<file path="config.mk">
export PLATFORM = sky130hd
export DESIGN_NAME = padd_pipe
export DESIGN_NICKNAME = d
export VERILOG_FILES = /design/src/rtl/padd_pkg.sv /design/src/rtl/padd_chunk.sv /design/src/rtl/padd_pipe.sv
export SDC_FILE = /design/constraint.sdc
export NUM_CORES = 1
export LEC_CHECK = 0
export CORE_ASPECT_RATIO = 0.7
export CORE_MARGIN = 2
export CORE_UTILIZATION = 55
export DETAILED_ROUTE_END_ITERATION = 7
export HOLD_SLACK_MARGIN = 0.02
export PLACE_DENSITY = 0.9
export SYNTH_ARGS = -nofsm -noshare
export SYNTH_HDL_FRONTEND = slang
export SYNTH_SLANG_ARGS = --single-unit
</file>
<file path="constraint.sdc">
create_clock -name clk -period 7.1 [get_ports clk]
set_clock_uncertainty 0.05 [all_clocks]
set_input_delay 1.065 -clock clk [delete_from_list [all_inputs] [get_ports clk]]
set_output_delay 1.065 -clock clk [all_outputs]
set_load 0.05 [all_outputs]
</file>
<file path="src/rtl/padd_pkg.sv">
// Shared constants and helpers for the pipelined adder/subtractor.
//   PADD_WIDTH / PADD_CHUNK : default operand width and bits per stage
//   padd_mode_e             : sub input encoding (MODE_ADD / MODE_SUB)
//   padd_stages()           : pipeline depth for a given width/chunk pair
package padd_pkg;

  localparam int PADD_WIDTH = 16;
  localparam int PADD_CHUNK = 4;

  typedef enum logic {
    MODE_ADD = 1'b0,
    MODE_SUB = 1'b1
  } padd_mode_e;

  function automatic int padd_stages(input int width, input int chunk);
    return width / chunk;
  endfunction

endpackage

</file>
<file path="src/rtl/padd_chunk.sv">
// Combinational CHUNK-bit ripple adder used as one pipeline stage.
//   a, b     : chunk operands (b already inverted for subtraction)
//   ci       : carry into bit 0 of the chunk
//   s        : chunk sum
//   co       : carry out of the chunk MSB
//   c_msb_in : carry into the chunk MSB (needed for signed overflow)
module padd_chunk #(
  parameter int CHUNK = 4
) (
  input  logic [CHUNK-1:0] a,
  input  logic [CHUNK-1:0] b,
  input  logic             ci,
  output logic [CHUNK-1:0] s,
  output logic             co,
  output logic             c_msb_in
);

  logic [CHUNK:0] c;

  always_comb begin
    c    = '0;
    s    = '0;
    c[0] = ci;
    for (int i = 0; i < CHUNK; i++) begin
      s[i]   = a[i] ^ b[i] ^ c[i];
      c[i+1] = (a[i] & b[i]) | (c[i] & (a[i] ^ b[i]));
    end
  end

  assign co       = c[CHUNK];
  assign c_msb_in = c[CHUNK-1];

endmodule

</file>
<file path="src/rtl/padd_pipe.sv">
// Pipelined WIDTH-bit adder/subtractor, CHUNK bits summed per stage.
//   clk, rst_n           : clock, synchronous active-low reset
//   in_valid / in_ready  : operand handshake (a, b, cin, sub)
//   out_valid / out_ready: result handshake (s, cout, ovf)
//   sub=0 : s = a + b + cin ; sub=1 : s = a - b (cin ignored)
//   cout  : carry out of the MSB (1 = no borrow in sub mode)
//   ovf   : signed overflow, carry into MSB xor carry out of MSB
//
// Handshake: a beat transfers on a rising edge where valid && ready.
// The whole pipeline advances together when the output slot is empty or
// being drained (adv); otherwise every stage, bubbles included, holds.
// in_ready is exactly adv, so it is combinational from out_ready.
module padd_pipe
  import padd_pkg::*;
#(
  parameter int WIDTH = PADD_WIDTH,
  parameter int CHUNK = PADD_CHUNK
) (
  input  logic             clk,
  input  logic             rst_n,
  input  logic             in_valid,
  output logic             in_ready,
  input  logic [WIDTH-1:0] a,
  input  logic [WIDTH-1:0] b,
  input  logic             cin,
  input  logic             sub,
  output logic             out_valid,
  input  logic             out_ready,
  output logic [WIDTH-1:0] s,
  output logic             cout,
  output logic             ovf
);

  localparam int STAGES = padd_stages(WIDTH, CHUNK);

  // Stage k registers. a_q/b_q are the skew registers carrying the operand
  // chunks still to be consumed; s_q collects the chunks produced so far.
  logic             v_q   [STAGES];
  logic             c_q   [STAGES];
  logic             ovf_q [STAGES];
  logic [WIDTH-1:0] a_q   [STAGES];
  logic [WIDTH-1:0] b_q   [STAGES];
  logic [WIDTH-1:0] s_q   [STAGES];

  logic             adv;
  logic [WIDTH-1:0] b_eff;
  logic             cin_eff;

  assign adv      = !v_q[STAGES-1] || out_ready;
  assign in_ready = adv;

  // Subtraction is a + ~b + 1: invert b once at the entry, force carry-in.
  assign b_eff   = (sub == MODE_SUB) ? ~b : b;
  assign cin_eff = (sub == MODE_SUB) ? 1'b1 : cin;

  for (genvar k = 0; k < STAGES; k++) begin : g_stage
    logic [WIDTH-1:0] a_in;
    logic [WIDTH-1:0] b_in;
    logic [WIDTH-1:0] s_in;
    logic             c_in;
    logic             v_in;
    logic [CHUNK-1:0] s_chunk;
    logic             co;
    logic             c_msb;
    logic [WIDTH-1:0] s_nx;

    if (k == 0) begin : g_first
      assign a_in = a;
      assign b_in = b_eff;
      assign s_in = '0;
      assign c_in = cin_eff;
      assign v_in = in_valid;
    end else begin : g_next
      assign a_in = a_q[k-1];
      assign b_in = b_q[k-1];
      assign s_in = s_q[k-1];
      assign c_in = c_q[k-1];
      assign v_in = v_q[k-1];
    end

    padd_chunk #(.CHUNK(CHUNK)) u_chunk (
      .a        (a_in[k*CHUNK +: CHUNK]),
      .b        (b_in[k*CHUNK +: CHUNK]),
      .ci       (c_in),
      .s        (s_chunk),
      .co       (co),
      .c_msb_in (c_msb)
    );

    always_comb begin
      s_nx                      = s_in;
      s_nx[k*CHUNK +: CHUNK]    = s_chunk;
    end

    always_ff @(posedge clk) begin
      if (!rst_n) begin
        v_q[k]   <= 1'b0;
        c_q[k]   <= 1'b0;
        ovf_q[k] <= 1'b0;
        a_q[k]   <= '0;
        b_q[k]   <= '0;
        s_q[k]   <= '0;
      end else if (adv) begin
        v_q[k]   <= v_in;
        c_q[k]   <= co;
        // Only meaningful in the last stage, where c_msb is carry into bit WIDTH-1.
        ovf_q[k] <= co ^ c_msb;
        a_q[k]   <= a_in;
        b_q[k]   <= b_in;
        s_q[k]   <= s_nx;
      end
    end
  end

  assign out_valid = v_q[STAGES-1];
  assign s         = s_q[STAGES-1];
  assign cout      = c_q[STAGES-1];
  assign ovf       = ovf_q[STAGES-1];

endmodule

</file>
# == Yosys cells after proc, flatten, opt, wreduce, memory -nomap -nowiden ==
# Memories as Yosys holds them, arrays and structs flattened.
# Cells that the tools add are included.
# Widths: inputs -> output; s select.
# totals
register_bits,0
latchBits,0
mem_bits_rw,204
rom_bits,0
in_bits,38
out_inout_bits,20
wordCells,147
mem_count,6
# memory_table
memory,depth,word_bits,read_ports,rd_clocked_by_memory_dff,write_ports,line_no,source
a_q,4,16,3,0,4,padd_pipe.sv:41,logic [WIDTH-1:0] a_q [STAGES];
b_q,4,16,3,0,4,padd_pipe.sv:42,logic [WIDTH-1:0] b_q [STAGES];
s_q,4,16,4,0,4,padd_pipe.sv:43,logic [WIDTH-1:0] s_q [STAGES];
c_q,4,1,4,0,4,padd_pipe.sv:39,logic c_q [STAGES];
ovf_q,4,1,1,0,4,padd_pipe.sv:40,logic ovf_q [STAGES];
v_q,4,1,4,0,4,padd_pipe.sv:38,logic v_q [STAGES];
# classes
add_sub_neg,0
multipliers,0
div_mod_pow,0
n_lt_le_gt_ge,0
eq_ne,0
shifts,0
n_mux,30
bitwise_logic,109
n_reduce_logical,2
# ops
op,n
$mux 16,13
$or 1x1->1,40
$xor 1x1->1,36
$and 1x1->1,32
$mux 1,17
$not 16->16,1
$logic_not 1->1,1
$logic_or 1x1->1,1

# == Depth between registers and ports, before layout ==
# logic_depth
word_depth,13
depth_mapped,10
ltp_nobuf,9

# == Hierarchy ==
# Synthesis repeated with hierarchy kept, for this count alone.
# hier_totals
cells_unflattened,291
hier_area_um2,4550.6
# modules_own_cells
module,n_inst,cells_per_inst,area_each_um2,seq_area_each_um2
padd_pipe,1,243,4110.2,2892.8
padd_chunk,4,12,110.1,0.0

# == Worst setup path after synthesis ==
# OpenSTA, ideal clock, no wires.
# synth_path
path_kind,input to register
from,input port out_ready
to,memory a_q[0][10] (netlist bit) (enable)
setup_ps,893
arrival_ps,3066
required_time_ps,6157
slack_ps,3091
path_stages,5
n_path_buf,3
cell_sequence,nor2b_4 -> buf_6 -> buf_8 -> buf_12 -> nand2_1
# synth_rtl
item,line_no,source
from (decl),padd_pipe.sv:28,"input logic out_ready,"
to (decl),padd_pipe.sv:41,

# == Worst setup path after layout ==
# layout_path
from,input port out_ready
to,output port in_ready
# layout_via
elab_chain_cells,1
# layout_rtl
item,line_no,source
$logic_or 1x1->1,padd_pipe.sv:49,assign adv = !v_q[STAGES-1] || out_ready;
to (decl),padd_pipe.sv:22,"output logic in_ready,"
# No other way between the ends.

==> results.yml <==
timing:
  worstMarginPinSlew_ns: 1.19
  final_setup_violation_count: 0
  final_hold_violation_count: 0
  max-slew-margin-rel: 0.206
  layout_worst_path_cycle_share: 0.598
  maxClockFrequency_mhz: 236
  drv_slew: 0
  final.min_clock_period_ns: 4.24
  timing.setup.tns_ns: 0
  rsz0062_at_grt: "no"
  timing.hold.ws_ns: 0.414
final_layout:
  layoutNonFillerInstCount: 430
  post_route_cells_drive_above_1_share: 0.100
  layout.cell_area.non_filler_um2: 5410
  diodes: 0
  syn2layout_area_growth_pct: 19.4
  num-nets-final: 378
grt:
  antenna_found_initial: 0
  largest_net_degree_at_the_start_of_global_routing: 101
  grt_first_pass_wirelength_mm: 11.0
  grt_use_met3: 0.0569
  first_global_vias: 2265
  grt.met1_usage: 0.193
  globalRoute.busiestLayer: "met2"
  gr-usage-all-layers: 0.161
  global_route_total_overflow: 0
  global_route.usage.met2: 0.278
worst_setup_path:
  critPathArrivalTime_ns: 3.13
  critPathMaxFanout: 99
  worst_ep_required_time_ns: 5.98
  critical_path.endpoint_type: "primary output"
  timing.critical_path.from_type: "input pin"
  worstRegToRegCells: 7
  worst-setup-path-type: "input pin to primary output"
worst_hold_path:
  worst_hold_path.num_cells: 2
  worst_hold_path_type: "flop to flop"
drt:
  avgViaCountPerCell: 5.18
  drt_drc_violations_left: 0
  totalWireLength_mm: 6.64
  first_pass_drt_iterations: 4
  vias: 2227
  detailedRoute.firstIterationViolations: 131
  drt.antenna.violating_nets: 0
  drt-wirelength-per-cell_um: 15.4
logic_synthesis:
  yosys.cell_types.count: 21
  syn_avg_cell_area_um2: 16.3
  yosys_most_used_dff: "sky130_fd_sc_hd__edfxtp_1"
  yosys.cell_count.top_type: "sky130_fd_sc_hd__edfxtp_1"
  fraction_of_registers_with_async_set_reset: 0
  synth_area_um2: 4530
  postSynthRegisterBits: 97
  ys_warn_count: 0
  mappedNetlistNets: 332
  synth_enable_flop_cells: 95
  synth_top_cells_by_area: "sky130_fd_sc_hd__edfxtp_1, sky130_fd_sc_hd__and3b_1, sky130_fd_sc_hd__fa_1, sky130_fd_sc_hd__nor3b_2, sky130_fd_sc_hd__xnor2_1"
  synth_top_area_share: 0.630
  synth_top_cells_by_count: "sky130_fd_sc_hd__edfxtp_1, sky130_fd_sc_hd__and3b_1, sky130_fd_sc_hd__inv_1"
  post_synth_inst_count: 278
  yosys.area.top_type: "sky130_fd_sc_hd__edfxtp_1"
  synth_seq_area_share: 0.638
clocking:
  cts-buffers-inserted: 9
  cts_post_setup_buffers_inserted: 0
  clock_tree.root_cell: "sky130_fd_sc_hd__clkbuf_16"
  clk_transition_reported_paths_ns: 0.06
  clock_sinks: 97
  maximum_number_of_buffers_from_clock_root_to_sink: 2
  cts_resized: 0
  h-tree-depth: 3
  postCtsHoldBufs: 0
  worst_skew_pair.late_latency_ns: 0.33
  cts_tree: "done"
floorplanning:
  die_area_um2: 8990
  start_util: 0.571
  die_w_um: 112
  top_level_ports: 58
  placementRows: 27
  die_h_um: 79.9
  core_area_um2: 7940
job:
  cap_violations: 0
placed_design:
  detailed_place.area_um2: 5070
  gp_congestion: 0.700
  placedCellCount: 414
  port_buffers: 57
  dp.final_hpwl_mm: 3.98
pwr:
  cellLeakagePower_uw: 0.00228
  intPower_uw: 1080
  post-layout-total-power_uw: 1350
  power_density_nw_per_um2: 249
  seq_power_share: 0.506
  net-switching-power_uw: 270
  clock_power_share: 0.399
  max-vdd-ir-drop_mv: 0.188
  comb_power_share: 0.095
  power_switching_share: 0.200
run_status:
  status: "finished, final reports clean"
final timing paths:
path	start	end	slack (ns)
max reg2reg	b_q[1][12]	ovf_q[3]	4.35
min reg2reg	v_q[2]	v_q[2]	0.41
max	out_ready	in_ready	2.86
min	v_q[2]	v_q[2]	0.41
area by class of cell:
type | instances | area [µm²]
clock inverters | 5 | 105
repair buffers | 59 | 581
clock buffers | 11 | 233
well taps | 101 | 126
multi-input cells | 137 | 1400
fillers | 543 | 2530
flip-flops and latches | 97 | 2890
inverters | 20 | 75.1
per-layer routing:
metal | share of wire | vias to the layer above
li1 | - | 1083
met1 | 0.43 | 1083
met2 | 0.51 | 55
met3 | 0.049 | 6
met4 | 0.013 | 0
met5 | 0 | -
stage by stage:
stage,worst slack [ns],util
CTS,2.87,0.682
detailed placement,2.70,0.639
floorplan,3.09,-
global placement,2.81,0.639
finish,2.86,0.682
global route,2.70,0.682
layout by cell type (no fill, tap or decap):
cell type	count
sky130_fd_sc_hd__edfxtp_1	95
sky130_fd_sc_hd__and3b_1	70
sky130_fd_sc_hd__clkdlybuf4s50_1	56
sky130_fd_sc_hd__inv_1	20
sky130_fd_sc_hd__fa_1	16
sky130_fd_sc_hd__xnor2_1	15
sky130_fd_sc_hd__nor3b_1	11
sky130_fd_sc_hd__nor3b_2	11
sky130_fd_sc_hd__clkbuf_16	9
sky130_fd_sc_hd__nand2_1	3
sky130_fd_sc_hd__and3b_2	3
sky130_fd_sc_hd__bufinv_16	3
sky130_fd_sc_hd__xor2_1	2
sky130_fd_sc_hd__mux2i_1	2
sky130_fd_sc_hd__dfxtp_1	2
sky130_fd_sc_hd__clkbuf_1	2
sky130_fd_sc_hd__clkinvlp_4	2
sky130_fd_sc_hd__buf_4	2
sky130_fd_sc_hd__nor2b_4	1
sky130_fd_sc_hd__nand2_4	1
sky130_fd_sc_hd__nor2_1	1
sky130_fd_sc_hd__nand2b_1	1
sky130_fd_sc_hd__buf_2	1
cell families (layout without fill, tap and decap cells):
logic type | count (synthesis) | in the layout | share of synthesized area
adders and majority gates | 16 | 16 | 0.0707
and+or+nand+nor | 102 | 102 | 0.199
xor gates and xnor gates | 17 | 17 | 0.0329
DFF | 97 | 97 | 0.638
muxes | 2 | 2 | 0.00442
buffers and inverters | 44 | 95 | 0.0544
critical path, cell delays in order:
cell and delay, ns:
sky130_fd_sc_hd__clkdlybuf4s50_1 0.44, sky130_fd_sc_hd__nor2b_4 0.11, sky130_fd_sc_hd__buf_4 0.66, sky130_fd_sc_hd__inv_1 0.08, sky130_fd_sc_hd__clkdlybuf4s50_1 0.73
state kept, by name, indices dropped and copies added, names as in the netlist:
signal	flops
s_q	40
a_q	24
b_q	24
c_q	4
v_q	4
ovf_q	1
power groups by stage:
| stage | Combinational (µW) | Clock, µW | Sequential (µW) |
|---|---|---|---|
| 2_1_floorplan | 64.0 | 0 | 711 |
| 3_3_place_gp | 122 | 0 | 694 |
| 3_5_place_dp | 129 | 0 | 696 |
| 4_1_cts | 130 | 544 | 684 |
| 5_1_grt | 140 | 571 | 687 |
| 6_report | 129 | 538 | 683 |
(Power assumes the default switching activity.)
